==> src/rtl/ps2_pkg.sv <==
// Shared types and constants for the PS/2 keyboard front end.
// Holds the frame receiver state encoding, the scan-code prefix bytes,
// the default key-code map and a parity helper.
package ps2_pkg;

  // Frame receiver states
  typedef enum logic [1:0] {
    StIdle   = 2'd0,
    StData   = 2'd1,
    StParity = 2'd2,
    StStop   = 2'd3
  } ps2_state_e;

  localparam logic [7:0] BREAK_PREFIX = 8'hF0;
  localparam logic [7:0] EXT_PREFIX   = 8'hE0;

  // Default key map: A, S, D, F
  localparam logic [7:0] DEF_KEY0_CODE = 8'h1C;
  localparam logic [7:0] DEF_KEY1_CODE = 8'h1B;
  localparam logic [7:0] DEF_KEY2_CODE = 8'h23;
  localparam logic [7:0] DEF_KEY3_CODE = 8'h2B;

  // True when data plus parity bit carry an odd number of ones
  function automatic logic odd_parity_ok(input logic [7:0] data, input logic par);
    return ^{data, par};
  endfunction

endpackage

==> src/rtl/ps2_frame_rx.sv <==
// PS/2 frame receiver.
// Synchronises the raw keyboard clock/data, detects falling clock edges, and
// assembles 11-bit frames (start, 8 data LSB first, odd parity, stop).
// A partial frame is silently dropped after TimeoutCycles clocks with no edge.
// Ports:
//   clk_i, rst_ni    system clock, async active-low reset
//   ps2_clk_i        raw PS/2 clock (asynchronous)
//   ps2_dat_i        raw PS/2 data (asynchronous)
//   scan_code_o      last correctly received byte
//   scan_valid_o     one-cycle strobe, scan_code_o is new
//   frame_error_o    one-cycle strobe on start/parity/stop violation
module ps2_frame_rx
  import ps2_pkg::*;
#(
  parameter int unsigned TimeoutCycles = 50000
) (
  input  logic       clk_i,
  input  logic       rst_ni,
  input  logic       ps2_clk_i,
  input  logic       ps2_dat_i,
  output logic [7:0] scan_code_o,
  output logic       scan_valid_o,
  output logic       frame_error_o
);

  localparam int unsigned CntW = $clog2(TimeoutCycles + 1);
  localparam logic [CntW-1:0] CntMax = CntW'(TimeoutCycles - 1);

  // Synchronisers reset to the idle-high bus level so reset never fakes an edge
  logic       clk_s1_q, clk_s2_q, clk_prev_q;
  logic       dat_s1_q, dat_s2_q;
  logic       fall;

  ps2_state_e      state_q, state_d;
  logic [2:0]      bitcnt_q, bitcnt_d;
  logic [7:0]      shift_q, shift_d;
  logic            par_q, par_d;
  logic [CntW-1:0] cnt_q, cnt_d;
  logic [7:0]      code_q, code_d;
  logic            valid_q, valid_d;
  logic            err_q, err_d;

  always_ff @(posedge clk_i or negedge rst_ni) begin
    if (!rst_ni) begin
      clk_s1_q   <= 1'b1;
      clk_s2_q   <= 1'b1;
      clk_prev_q <= 1'b1;
      dat_s1_q   <= 1'b1;
      dat_s2_q   <= 1'b1;
    end else begin
      clk_s1_q   <= ps2_clk_i;
      clk_s2_q   <= clk_s1_q;
      clk_prev_q <= clk_s2_q;
      dat_s1_q   <= ps2_dat_i;
      dat_s2_q   <= dat_s1_q;
    end
  end

  assign fall = clk_prev_q & ~clk_s2_q;

  always_comb begin
    state_d  = state_q;
    bitcnt_d = bitcnt_q;
    shift_d  = shift_q;
    par_d    = par_q;
    code_d   = code_q;
    valid_d  = 1'b0;
    err_d    = 1'b0;

    if (state_q == StIdle || fall) begin
      cnt_d = '0;
    end else begin
      cnt_d = cnt_q + 1'b1;
    end

    // An edge always wins over a coinciding timeout
    if (fall) begin
      unique case (state_q)
        StIdle: begin
          if (!dat_s2_q) begin
            state_d  = StData;
            bitcnt_d = '0;
          end else begin
            err_d = 1'b1;
          end
        end
        StData: begin
          shift_d  = {dat_s2_q, shift_q[7:1]};
          bitcnt_d = bitcnt_q + 3'd1;
          if (bitcnt_q == 3'd7) begin
            state_d = StParity;
          end
        end
        StParity: begin
          par_d   = dat_s2_q;
          state_d = StStop;
        end
        StStop: begin
          state_d = StIdle;
          if (dat_s2_q && odd_parity_ok(shift_q, par_q)) begin
            code_d  = shift_q;
            valid_d = 1'b1;
          end else begin
            err_d = 1'b1;
          end
        end
        default: state_d = StIdle;
      endcase
    end else if (state_q != StIdle && cnt_q == CntMax) begin
      state_d = StIdle;
      shift_d = '0;
      cnt_d   = '0;
    end
  end

  always_ff @(posedge clk_i or negedge rst_ni) begin
    if (!rst_ni) begin
      state_q  <= StIdle;
      bitcnt_q <= '0;
      shift_q  <= '0;
      par_q    <= 1'b0;
      cnt_q    <= '0;
      code_q   <= '0;
      valid_q  <= 1'b0;
      err_q    <= 1'b0;
    end else begin
      state_q  <= state_d;
      bitcnt_q <= bitcnt_d;
      shift_q  <= shift_d;
      par_q    <= par_d;
      cnt_q    <= cnt_d;
      code_q   <= code_d;
      valid_q  <= valid_d;
      err_q    <= err_d;
    end
  end

  assign scan_code_o   = code_q;
  assign scan_valid_o  = valid_q;
  assign frame_error_o = err_q;

endmodule

==> src/rtl/ps2_key_decoder.sv <==
// PS/2 keyboard key decoder.
// Receives keyboard frames and tracks make/break codes for four mapped keys,
// producing a held-key vector usable in place of SW[3:0].
// Ports:
//   clock        system clock
//   reset        async active-low reset
//   ps2_clk      raw PS/2 clock
//   ps2_dat      raw PS/2 data
//   keys         held-key vector, bit n set while KEYn_CODE is down
//   scan_code    last correctly received byte
//   scan_valid   one-cycle strobe, scan_code is new
//   frame_error  one-cycle strobe on a framing/parity violation
module ps2_key_decoder
  import ps2_pkg::*;
#(
  parameter int unsigned TIMEOUT_CYCLES = 50000,
  parameter logic [7:0]  KEY0_CODE      = DEF_KEY0_CODE,
  parameter logic [7:0]  KEY1_CODE      = DEF_KEY1_CODE,
  parameter logic [7:0]  KEY2_CODE      = DEF_KEY2_CODE,
  parameter logic [7:0]  KEY3_CODE      = DEF_KEY3_CODE
) (
  input  logic       clock,
  input  logic       reset,
  input  logic       ps2_clk,
  input  logic       ps2_dat,
  output logic [3:0] keys,
  output logic [7:0] scan_code,
  output logic       scan_valid,
  output logic       frame_error
);

  localparam logic [3:0][7:0] KeyCodes = {KEY3_CODE, KEY2_CODE, KEY1_CODE, KEY0_CODE};

  logic [3:0] keys_q, keys_d;
  logic       brk_q, brk_d;
  logic       ext_q, ext_d;

  ps2_frame_rx #(
    .TimeoutCycles(TIMEOUT_CYCLES)
  ) u_frame_rx (
    .clk_i        (clock),
    .rst_ni       (reset),
    .ps2_clk_i    (ps2_clk),
    .ps2_dat_i    (ps2_dat),
    .scan_code_o  (scan_code),
    .scan_valid_o (scan_valid),
    .frame_error_o(frame_error)
  );

  always_comb begin
    keys_d = keys_q;
    brk_d  = brk_q;
    ext_d  = ext_q;
    // A dropped frame may have been a prefix; forget pending prefixes
    if (frame_error) begin
      brk_d = 1'b0;
      ext_d = 1'b0;
    end else if (scan_valid) begin
      if (scan_code == BREAK_PREFIX) begin
        brk_d = 1'b1;
      end else if (scan_code == EXT_PREFIX) begin
        ext_d = 1'b1;
      end else begin
        if (!ext_q) begin
          for (int n = 0; n < 4; n++) begin
            if (scan_code == KeyCodes[n]) begin
              keys_d[n] = ~brk_q;
            end
          end
        end
        brk_d = 1'b0;
        ext_d = 1'b0;
      end
    end
  end

  always_ff @(posedge clock or negedge reset) begin
    if (!reset) begin
      keys_q <= '0;
      brk_q  <= 1'b0;
      ext_q  <= 1'b0;
    end else begin
      keys_q <= keys_d;
      brk_q  <= brk_d;
      ext_q  <= ext_d;
    end
  end

  assign keys = keys_q;

endmodule
==> config.mk <==
export PLATFORM = sky130hd
export DESIGN_NAME = ps2_key_decoder
export DESIGN_NICKNAME = d
export VERILOG_FILES = /design/src/rtl/ps2_pkg.sv /design/src/rtl/ps2_frame_rx.sv /design/src/rtl/ps2_key_decoder.sv
export SDC_FILE = /design/constraint.sdc
export NUM_CORES = 1
export LEC_CHECK = 0
export CAP_MARGIN = 20
export CORE_MARGIN = 2
export CORE_UTILIZATION = 42
export CTS_CLUSTER_SIZE = 28
export DETAILED_ROUTE_END_ITERATION = 8
export GPL_ROUTABILITY_DRIVEN = 0
export HOLD_SLACK_MARGIN = 0.12
export PLACE_DENSITY = 0.71
export SYNTH_ARGS = -nofsm -noshare
export SYNTH_HDL_FRONTEND = slang
export SYNTH_HIERARCHICAL = 1
export SYNTH_SLANG_ARGS = --single-unit
==> constraint.sdc <==
create_clock -name clock -period 2.6 [get_ports clock]
set_input_delay 0.39 -clock clock [delete_from_list [all_inputs] [get_ports clock]]
set_output_delay 0.39 -clock clock [all_outputs]
set_load 0.05 [all_outputs]
Yosys cells after proc, flatten, opt, wreduce, memory -nomap -nowiden
Index checks and enable logic that the tools add are counted.
{ "totals": {"out_inout_bits": 14, "wordCells": 93, "reg_bits": 51, "input_bits": 4} }
{ "op_classes": {"addsub": 2, "reduce_logical": 20, "bitwise": 7, "n_mux": 28, "n_eq_ne": 17} }
{ "ops": {"columns": ["cell", "n"], "rows": [
  ["16-bit 2-to-1 mux", 3],
  ["8-bit 2-to-1 mux", 3],
  ["6-bit AND reduction", 4],
  ["16-bit by 1-bit adder with 16-bit output, second input constant", 1],
  ["16-bit equality test, second input constant", 1],
  ["8-bit by 5-bit equality test with 1-bit output, second input constant", 2],
  ["8-bit by 6-bit equality test with 1-bit output, second input constant", 2],
  ["8-bit equality test, second input constant", 2],
  ["1-bit 2-to-1 mux", 14],
  ["3-bit AND reduction", 3],
  ["9-bit parity", 1],
  ["2-bit 2-to-1 mux", 4],
  ["2-bit case mux with 4 select lines", 1],
  ["2-bit AND reduction", 4],
  ["2-bit nonzero test", 4],
  ["3-bit != test, second input constant", 2],
  ["1-bit NOT", 6],
  ["3-bit case mux with 2 select lines", 1],
  ["2-bit equality test, second input constant", 2],
  ["2-bit != test, second input constant", 2],
  ["3-bit by 1-bit adder with 3-bit output, second input constant", 1],
  ["3-bit equality test, second input constant", 1],
  ["3-bit 2-to-1 mux", 1],
  ["3-bit by 2-bit != test with 1-bit output, second input constant", 1],
  ["7 further kinds", 8]
]} }

Logic depth before layout (Yosys ltp)
Gate-level depths: netlist (run 1).
{ "logic_depth": {"word_depth": 6, "depth_mapped": 6, "depth_no_buf": 6} }

Hierarchy
The synthesis (run 1) kept the hierarchy.
{ "modules_own_cells": {"columns": ["module", "instances", "seq_area_each_um2", "area_per_inst_um2", "cells_per_inst"], "rows": [
  ["ps2_frame_rx", 1, 1132.3, 2059.5, 172],
  ["ps2_key_decoder", 1, 150.1, 347.8, 33]
]} }

Least setup slack after synthesis (run 1)
OpenSTA, ideal clock, no wires.
{ "synth_path": {"path_type": "register -> register", "start": "register u_frame_rx.cnt_q[0]", "end": "register u_frame_rx.cnt_q[10]", "required_time_ns": 2.481, "arrival_time_ns": 1.746, "synth_period_minus_slack_ns": 1.864, "setup_ns": 0.119, "path_buffers": 1, "path_stages_with_launch": 7, "setup_slack_ns": 0.736, "path_cell_list": "dfrtp_1 > ha_1 > nand3_1 > or4_1 > o31ai_4 > buf_4 > nor2_1"} }
{ "synth_between": {"elab_chain_cells": 4, "elab_cells_between_ends": 6, "cone_classes": "add/sub (1); eq/ne (1); mux (3); reduce/logical (1)"} }
{ "synth_rtl": {"columns": ["element", "line", "rtl"], "rows": [
  ["start, declared", "ps2_frame_rx.sv:38", "logic [CntW-1:0] cnt_q, cnt_d;"],
  ["start signal, assigned", "ps2_frame_rx.sv:131", "cnt_q <= cnt_d;"],
  ["16-bit by 1-bit adder with 16-bit output or 16-bit equality test (tied branches)", "ps2_frame_rx.sv:73, ps2_frame_rx.sv:109", null],
  ["16-bit 2-to-1 mux or 1-bit logical AND (tied branches)", "ps2_frame_rx.sv:70, ps2_frame_rx.sv:109", null],
  ["16-bit 2-to-1 mux", "ps2_frame_rx.sv:109", "end else if (state_q != StIdle && cnt_q == CntMax) begin"],
  ["16-bit 2-to-1 mux (*)", "ps2_frame_rx.sv:77", "if (fall) begin"],
  ["named net u_frame_rx.cnt_d[10]", "ps2_frame_rx.sv:38", null]
]} }
The timed path passes the listed nets; every way through them passes the cells marked *.
A chain may end at the register's enable or synchronous reset.

Worst setup path after layout (run 1)
{ "layout_path": {"start": "register u_frame_rx.cnt_q[0]", "end": "register u_frame_rx.cnt_q[0]"} }
The elaborated chain is that of the path after synthesis.

==> flow_metrics.env, run 1 <==
export IMPL_totalWireLength_mm=3.997
export IMPL_hpwl_mm=2.946
export IMPL_synth_fp_nets=216
export IMPL_hold_end="u_frame_rx/clk_s2_q"
export IMPL_final_cell_mix="dfrtp_1, nor2_1, clkdlybuf4s50_1"
export IMPL_yosys_area_share_simple_pct=17.62
export IMPL_cts_root_buf="clkbuf_8"
export IMPL_initial_core_util_pct=43.72
export IMPL_path_buf_inv=1
export IMPL_numCtsBuffers=5
export IMPL_rsz0062_at_grt="no"
export IMPL_die_width_um=79.71
export IMPL_htree_levels=2
export IMPL_grt_pass1_wl_mm=7.058
export IMPL_r2r_setup_slack_ns=0.46
export IMPL_drive_gt1_share_pct=15.15
export IMPL_multi_input_area_um2=1057
export IMPL_post_route_period_util_pct=82.34
export IMPL_fp_dieH_um=79.71
export IMPL_post_cts_resized=0
export IMPL_synth_top_family_by_area="simple AND/OR/NAND/NOR gates"
export IMPL_dieArea_um2=6353
export IMPL_crit_chain="ha_1, nand3_1, or4_1, o31ai_4, buf_4, nor2_1"
export IMPL_core_um2=5507
export IMPL_max_stage_delay_ns=0.52
export IMPL_critPathCaptureType="flop"
export IMPL_min_from="u_frame_rx/clk_s1_q"
export IMPL_wl_per_cell_um=13.19
export IMPL_final_max_slew_viol_count=0
export IMPL_nets=241
export IMPL_reg2reg_to="u_frame_rx/cnt_q[0]"
export IMPL_setup_tns_ns=0
export IMPL_hold_class="reg2reg"
export IMPL_synth_seq_cells=51
export IMPL_synth_ff_type="dfrtp_1"
export IMPL_synth_mux_area_share_pct=7.277
export IMPL_gr_total_overflow=0
export IMPL_setup_violations=0
export IMPL_crit_cells=6
export IMPL_r2r_start="u_frame_rx/cnt_q[0]"
export IMPL_place_area_um2=2670
export IMPL_antenna_cells=0
export IMPL_avgSynthCellArea_um2=11.74
export IMPL_crit_path_start_kind="flop"
export IMPL_vias_per_cell=5.231
export IMPL_final_min_clock_period_ns=2.141
export IMPL_path_class="reg2reg"
export IMPL_core_rowCount=27
export IMPL_hold_depth=0
export IMPL_synth_fa_ha_area_share_pct=3.638
export IMPL_antenna_left=0
export IMPL_insertion_delay_ns=0.30
export IMPL_io_pins=18
export IMPL_port_buffers=17
export IMPL_ys_warn_count=6
export IMPL_hold_violations=0
export IMPL_design_area_um2=2798
export IMPL_cts_buffer_depth=2
export IMPL_final_setup_skew_ns=0.009736
export IMPL_powerDensity_nw_per_um2=849.7
export IMPL_grt_pass1_vias=1506
export IMPL_netlist_instances=205
export IMPL_cts_tree="built"
export IMPL_cp_slowest_cell="or4_1"
export IMPL_clk_pin_slew_ns=0.09
export IMPL_drc_errors=0
export IMPL_layout_commonest_cell="dfrtp_1"
export IMPL_slew_headroom_pct=54.08
export IMPL_p_leak_nw=1.210
export IMPL_dr_pass1_iters=4
export IMPL_grt_start_max_net_pins=29
export IMPL_clock_sinks=51
export IMPL_syn_cell_area_um2=2407
export IMPL_synth_edf_count=0
export IMPL_clock_fmax_ghz=0.4671
export IMPL_synth_cell_types=40
export IMPL_synthArstFlopShare_pct=100.0
export IMPL_vias=1585
export IMPL_critPathTopFamily="simple AND/OR/NAND/NOR gates"
export IMPL_synth_xor_area_share_pct=8.160
export IMPL_ys_seq_area_share_pct=53.27
export IMPL_antenna_found_initial=0
export IMPL_ff_latch_area_um2=1282
export IMPL_outcome="completed"
export IMPL_groute_usage_overall_pct=14.26
export IMPL_critPathRequiredTime_ns=2.78
export IMPL_synth_compound_area_share_pct=7.225
export IMPL_cp_max_fo=9
export IMPL_drt_iter0_markers=92
export IMPL_ir_worst_vdd_mv=0.4580
export IMPL_worstPathArrival_ns=2.32
export IMPL_maxCapViolations=0
export IMPL_fill_cells=499
export IMPL_reg2regPathDepth=6
export IMPL_worst_pin_slew_ns=0.6856
export IMPL_area_growth_syn_to_layout_pct=16.22
-- sequential cells by signal (all words and copies together), names as in the netlist, 2 cells and up --
register / cells
u_frame_rx/shift_q: 8
u_frame_rx/cnt_q: 16
keys: 4
u_frame_rx/bitcnt_q: 3
u_frame_rx/state_q: 2
u_frame_rx/scan_code_o: 8
-- routing by layer --
metal,routed length (µm),up-vias,global-route usage [%]
met5,0,-,0
met4,48,0,4.138
met3,166,5,3.394
met2,1870,36,22.69
met1,1911,766,19.47
li1,-,778,-
-- cells by family (layout without fill, tap and decap cells) --
kind of cell | Yosys count | after routing
compound gates | 21 | 21
buf+inv | 17 | 43
mux | 15 | 15
fa+ha+maj | 7 | 7
xor+xnor | 19 | 19
simple gates | 75 | 75
flops | 51 | 51
-- Yosys cell counts (all sizes together) (2+ instances only) --
master / number / area (µm²)
dfstp: 5 / 131.4
nand4: 5 / 31.28
and3: 3 / 18.77
nor3: 7 / 35.03
nand2: 7 / 26.28
nand4b: 2 / 17.52
xor2: 4 / 35.03
nor2b: 3 / 18.77
nand2b: 3 / 18.77
o22ai: 2 / 12.51
a21oi: 3 / 15.01
inv: 14 / 52.55
a22o: 10 / 87.58
nand3: 10 / 50.05
nor4: 8 / 62.56
clkbuf: 2 / 7.510
a31oi: 2 / 12.51
xnor2: 13 / 113.9
mux2i: 5 / 62.56
ha: 7 / 87.58
mux2: 10 / 112.6
or4: 2 / 18.77
nor2: 19 / 71.32
dfrtp: 46 / 1151
-- per-stage QoR --
step | hold WS, ns | util (%) | setup slack (ns) | std cells | power (mW)
after global placement | 0.3456 | 48.49 | 0.5457 | 294 | 1.821
after detailed placement | 0.3470 | 48.49 | 0.4725 | 294 | 1.844
final | 0.3597 | 50.81 | 0.4591 | 303 | 2.377
after CTS | 0.3606 | 50.81 | 0.4527 | 303 | 2.417
after global routing | 0.3634 | 50.81 | 0.3285 | 303 | 2.535
after floorplan | 0.09441 | - | 0.7357 | 205 | 1.662
-- report_power, final --
group	switching, mW	internal [mW]	leakage [nW]
registers	0.128	0.920	0.682
logic	0.385	0.387	0.467
clock network	0.247	0.311	0.0612
-- worst max-delay path by stage --
| stage | start | end | slack [ns] |
|---|---|---|---|
| 2_1_floorplan | u_frame_rx/cnt_q[0] | u_frame_rx/cnt_q[10] | 0.74 |
| 3_3_place_gp | u_frame_rx/cnt_q[0] | u_frame_rx/cnt_q[14] | 0.55 |
| 3_5_place_dp | u_frame_rx/cnt_q[0] | u_frame_rx/cnt_q[0] | 0.47 |
| 4_1_cts | u_frame_rx/cnt_q[0] | u_frame_rx/cnt_q[12] | 0.45 |
| 5_1_grt | u_frame_rx/cnt_q[0] | u_frame_rx/cnt_q[14] | 0.33 |
| 6_report | u_frame_rx/cnt_q[0] | u_frame_rx/cnt_q[0] | 0.46 |
-- layout make-up --
| type | instances | area share, % |
|---|---|---|
| sequential | 51 | 45.84 |
| multi-input combinational | 137 | 37.79 |
| timing repair buffer | 21 | 7.066 |
| tap | 72 | 3.220 |
| clock buffer | 6 | 2.952 |
| inverter | 14 | 1.878 |
| clock inverter | 2 | 1.252 |
-- what timing repair did --
| action | in CTS | in global routing |
|---|---|---|
| endpoints found under the hold margin | 26 | 0 |
| buffers inserted | 0 | 0 |
| hold buffers | 1 | 0 |
Power figures use the tool's default switching activity.
==> run 2, diff against run 1 <==
- clock period: 2.6 -> 2 ns (I/O delays scaled with it)
==> run 2 against run 1 <==
  * Final area rose by 1.3%
  * Clock-buffer cell count is the same
  * Power is 27% higher
  * Clock skew is 0.0034 ns lower
==> flow_metrics.env, run 2 (synthesis gave the netlist of run 1 again) <==
export IMPL_placed_cells=298
export IMPL_final_cell_mix="dfrtp_1, nor2_1, clkdlybuf4s50_1"
export IMPL_ir_worst_vdd_mv=0.5440
export IMPL_grt_pass1_wl_mm=7.355
export IMPL_maxCapViolations=0
export IMPL_worstPathArrival_ns=1.60
export IMPL_path_class="reg2out"
export IMPL_clock_fmax_ghz=0.5270
export IMPL_vias_per_cell=5.224
export IMPL_crit_path_start_kind="flop"
export IMPL_largest_reg_flops=16
export IMPL_nets=246
export IMPL_design_area_um2=2835
export IMPL_cp_max_fo=6
export IMPL_cts_buffer_depth=2
export IMPL_setup_violations=0
export IMPL_critPathRequiredTime_ns=1.70
export IMPL_setup_ws_ns=0.1026
export IMPL_antenna_found_initial=0
export IMPL_clock_sinks=51
export IMPL_pre_cts_slack_ns=0.06197
export IMPL_initial_core_util_pct=43.72
export IMPL_layout_cells_non_filler=308
export IMPL_numCtsBuffers=5
export IMPL_slew_headroom_pct=66.10
export IMPL_drt_iter0_markers=58
export IMPL_path_buf_inv=1
export IMPL_vias=1609
export IMPL_setup_tns_ns=0
export IMPL_place_area_um2=2700
export IMPL_p_leak_nw=1.246
export IMPL_hpwl_mm=3.019
export IMPL_die_width_um=79.71
export IMPL_critPathCaptureType="output port"
export IMPL_port_buffers=17
export IMPL_htree_levels=2
export IMPL_final_setup_skew_ns=0.006360
export IMPL_io_pins=18
export IMPL_area_growth_syn_to_layout_pct=17.78
export IMPL_antenna_left=0
export IMPL_finish_utilization_pct=51.49
export IMPL_insertion_delay_ns=0.31
export IMPL_drc_errors=0
export IMPL_ff_latch_area_um2=1282
export IMPL_cts_tree="built"
export IMPL_fp_dieH_um=79.71
export IMPL_core_um2=5507
export IMPL_dr_pass1_iters=4
export IMPL_hold_violations=0
export IMPL_rsz0062_at_grt="no"
export IMPL_powerDensity_nw_per_um2=1066
export IMPL_post_route_period_util_pct=94.87
export IMPL_core_rowCount=27
export IMPL_drive_gt1_share_pct=16.95
export IMPL_regMostFlops="u_frame_rx/cnt_q"
export IMPL_gr_total_overflow=0
export IMPL_final_max_slew_viol_count=0
export IMPL_cts_root_buf="clkbuf_8"
export IMPL_multi_input_area_um2=1057
export IMPL_layout_commonest_cell="dfrtp_1"
export IMPL_final_min_clock_period_ns=1.897
export IMPL_crit_chain="clkdlybuf4s50_1"
export IMPL_grt_start_max_net_pins=23
export IMPL_wl_per_cell_um=13.45
export IMPL_groute_usage_overall_pct=14.92
export IMPL_grt_pass1_vias=1589
export IMPL_hold_class="reg2reg"
export IMPL_cp_slowest_cell="clkdlybuf4s50_1"
export IMPL_totalWireLength_mm=4.143
export IMPL_antenna_cells=0
export IMPL_fill_cells=491
export IMPL_dieArea_um2=6353
export IMPL_outcome="completed"
export IMPL_critPathTopFamily="buffers and inverters"
export IMPL_clk_pin_slew_ns=0.09
export IMPL_worst_pin_slew_ns=0.5077
export IMPL_max_stage_delay_ns=0.84
-- run 2: final cells by class --
| type | instances | area share (%) |
|---|---|---|
| sequential | 51 | 45.23 |
| multi-input combinational | 137 | 37.29 |
| tap | 72 | 3.177 |
| clock inverter | 2 | 0.5737 |
| clock buffer | 6 | 2.913 |
| timing repair buffer | 26 | 8.959 |
| inverter | 14 | 1.853 |
-- run 2: timing repair --
item	in CTS	in global routing
buffers inserted	0	1
hold endpoints to repair	15	0
hold buffers	1	0
gates resized for setup	0	2
setup endpoints to repair	0	9
-- run 2: per-layer routing --
layer  wire, µm  GRT usage, %  vias to the layer above
li1           -             -                      788
met1       1953         19.26                      788
met2       1976         23.70                       29
met3        180         4.751                        4
met4         33         5.172                        0
met5          0             0                        -
-- run 2: worst paths after layout --
kind / start / end / slack [ns] / cells after the start
worst min-delay path: u_frame_rx/clk_s1_q / u_frame_rx/clk_s2_q / 0.36 / 0
max in group asynchronous: reset / u_frame_rx/cnt_q[13] / 0.91 / 3
worst min register to register: u_frame_rx/clk_s1_q / u_frame_rx/clk_s2_q / 0.36 / 0
min in group asynchronous: reset / keys[3] / 0.48 / 2
worst max-delay path: u_frame_rx/scan_valid_o / scan_valid / 0.10 / 1
worst max register to register: u_frame_rx/shift_q[4] / u_frame_rx/scan_code_o[2] / 0.11 / 5
-- run 2: metrics by stage --
stage / hold slack, ns / power [mW]
floorplan: 0.004409 / 2.161
global placement: 0.2863 / 2.377
detailed placement: 0.3082 / 2.417
CTS: 0.3603 / 3.047
global route: 0.3644 / 3.218
finish: 0.3597 / 3.024
-- run 2: report_power, final --
group	internal, mW	switching, mW	total (mW)
clock network	0.283	0.340	0.623
logic	0.522	0.510	1.03
registers	1.20	0.173	1.37
==> run 3, diff against run 2 <==
- PLACE_DENSITY: 0.71 -> 0.74
- clock period: 2 -> 1.5 ns (I/O delays scaled with it)
==> run 3 against run 2 <==
  * Critical endpoint is now u_frame_rx/scan_code_o[4]
  * The flow now finishes with violations (setup timing)
  * Power up 82%
  * Sequential share of layout area fell by 9.5 points
  * Clock-buffer cell count stayed put
  * Non-clock buffer count up 45
  * Die area unchanged
  * Final area rose by 27%
  * Critical path type is now reg2reg
  * Sequential power grew 29%
==> flow_metrics.env, run 3 (synthesis gave the netlist of run 1 again) <==
export IMPL_cts_root_buf="clkbuf_8"
export IMPL_nets=291
export IMPL_p_leak_nw=1.585
export IMPL_layout_commonest_cell="buf_4"
export IMPL_clk_pin_slew_ns=0.09
export IMPL_final_max_slew_viol_count=0
export IMPL_numCtsBuffers=5
export IMPL_largest_reg_flops=16
export IMPL_setup_violations=38
export IMPL_reg2regPathDepth=5
export IMPL_die_width_um=79.71
export IMPL_initial_core_util_pct=43.72
export IMPL_outcome="complete, but fails checks"
export IMPL_worstPathArrival_ns=2.03
export IMPL_slew_headroom_pct=71.10
export IMPL_fill_cells=392
export IMPL_grt_pass1_wl_mm=8.728
export IMPL_critPathRequiredTime_ns=1.68
export IMPL_final_setup_skew_ns=0.007810
export IMPL_vias_per_cell=5.164
export IMPL_r2r_start="u_frame_rx/par_q"
export IMPL_dr_pass1_iters=4
export IMPL_hold_depth=1
export IMPL_drt_iter0_markers=58
export IMPL_insertion_delay_ns=0.29
export IMPL_dieArea_um2=6353
export IMPL_grt_pass1_vias=1947
export IMPL_final_min_clock_period_ns=1.848
export IMPL_antenna_cells=0
export IMPL_reg2reg_to="u_frame_rx/scan_code_o[4]"
export IMPL_vias=1823
export IMPL_cts_tree="built"
export IMPL_maxCapViolations=0
export IMPL_ir_worst_vdd_mv=1.280
export IMPL_hold_class="in2reg"
export IMPL_startpoint="u_frame_rx/par_q"
export IMPL_whs_ns=0.3309
export IMPL_groute_usage_overall_pct=17.70
export IMPL_cts_buffer_depth=2
export IMPL_crit_path_start_kind="flop"
export IMPL_placed_cells=336
export IMPL_fp_dieH_um=79.71
export IMPL_critPathCaptureType="flop"
export IMPL_regMostFlops="u_frame_rx/cnt_q"
export IMPL_hpwl_mm=3.334
export IMPL_core_rowCount=27
export IMPL_cp_max_fo=9
export IMPL_drive_gt1_share_pct=47.69
export IMPL_grt_start_max_net_pins=52
export IMPL_post_route_period_util_pct=123.2
export IMPL_core_um2=5507
export IMPL_r2r_setup_slack_ns=-0.35
export IMPL_antenna_left=0
export IMPL_port_buffers=17
export IMPL_ff_latch_area_um2=1282
export IMPL_final_cell_mix="buf_4, dfrtp_1, inv_1, buf_12, xnor2_1"
export IMPL_path_class="reg2reg"
export IMPL_multi_input_area_um2=1306
export IMPL_htree_levels=2
export IMPL_setup_ws_ns=-0.3479
export IMPL_area_growth_syn_to_layout_pct=49.17
export IMPL_gr_total_overflow=0
export IMPL_totalWireLength_mm=5.101
export IMPL_powerDensity_nw_per_um2=1533
export IMPL_hold_violations=0
export IMPL_drc_errors=0
export IMPL_antenna_found_initial=0
export IMPL_worst_pin_slew_ns=0.4295
export IMPL_clock_fmax_ghz=0.5412
export IMPL_violations="setup timing"
export IMPL_layout_cells_non_filler=353
export IMPL_rsz0062_at_grt="yes"
export IMPL_clock_sinks=51
export IMPL_cp_endpoint="u_frame_rx/scan_code_o[4]"
export IMPL_wl_per_cell_um=14.45
export IMPL_io_pins=18
-- run 3: area by class of cell --
class / count / area share [%]
clock inverter: 2 / 0.9756
timing repair buffer: 71 / 20.59
inverter: 14 / 1.533
multi-input combinational: 137 / 36.38
sequential: 51 / 35.71
clock buffer: 6 / 2.300
tap: 72 / 2.509
-- run 3: worst min path at each step --
stage             from             endpoint  slack, ns
2_1_floorplan    reset                brk_q      -0.07
3_3_place_gp     reset              keys[1]       0.24
3_5_place_dp     reset              keys[0]       0.23
4_1_cts        ps2_dat  u_frame_rx/dat_s1_q       0.32
5_1_grt        ps2_dat  u_frame_rx/dat_s1_q       0.32
6_report       ps2_dat  u_frame_rx/dat_s1_q       0.33
-- run 3: what timing repair did --
item | CTS | global route
endpoints found under the hold margin | 46 | 0
pin swaps | 10 | 8
hold buffers | 1 | 0
buffers inserted | 4 | 6
gates cloned | 1 | 0
endpoints found under the setup margin | 38 | 43
gates resized for setup | 31 | 23
-- run 3: report_power, final --
part,internal [mW],total [mW],switching (mW)
sequential,1.59,1.77,0.178
combinational,1.55,2.77,1.22
clock,0.540,0.958,0.419
-- run 3: routing by layer --
metal  global-route usage [%]  vias to the layer above  routed length [µm]
met5                        0                        -                   0
met4                    5.517                        0                  86
met3                    4.412                       13                 173
met2                    31.85                       32                2652
met1                    20.59                      890                2189
li1                         -                      888                   -
-- run 3: critical path: stages, from the launching register on --
cell and delay [ns]:
dfrtp_1 0.40, xnor2_1 0.18, xnor3_2 0.49, mux2i_4 0.20, buf_12 0.15, mux2_2 0.33
-- run 3: metrics by stage --
stage	TNS, ns	power [mW]	util, %	setup WS (ns)	instance area [µm²]
after floorplan	-6.743	2.917	-	-0.2993	2467
after global placement	-5.973	3.661	57.51	-0.2789	3167
after detailed placement	-6.926	3.731	57.51	-0.3157	3167
after CTS	-6.562	5.243	63.17	-0.3212	3478
after global routing	-9.147	5.827	65.21	-0.4145	3591
final	-7.093	5.506	65.21	-0.3479	3591
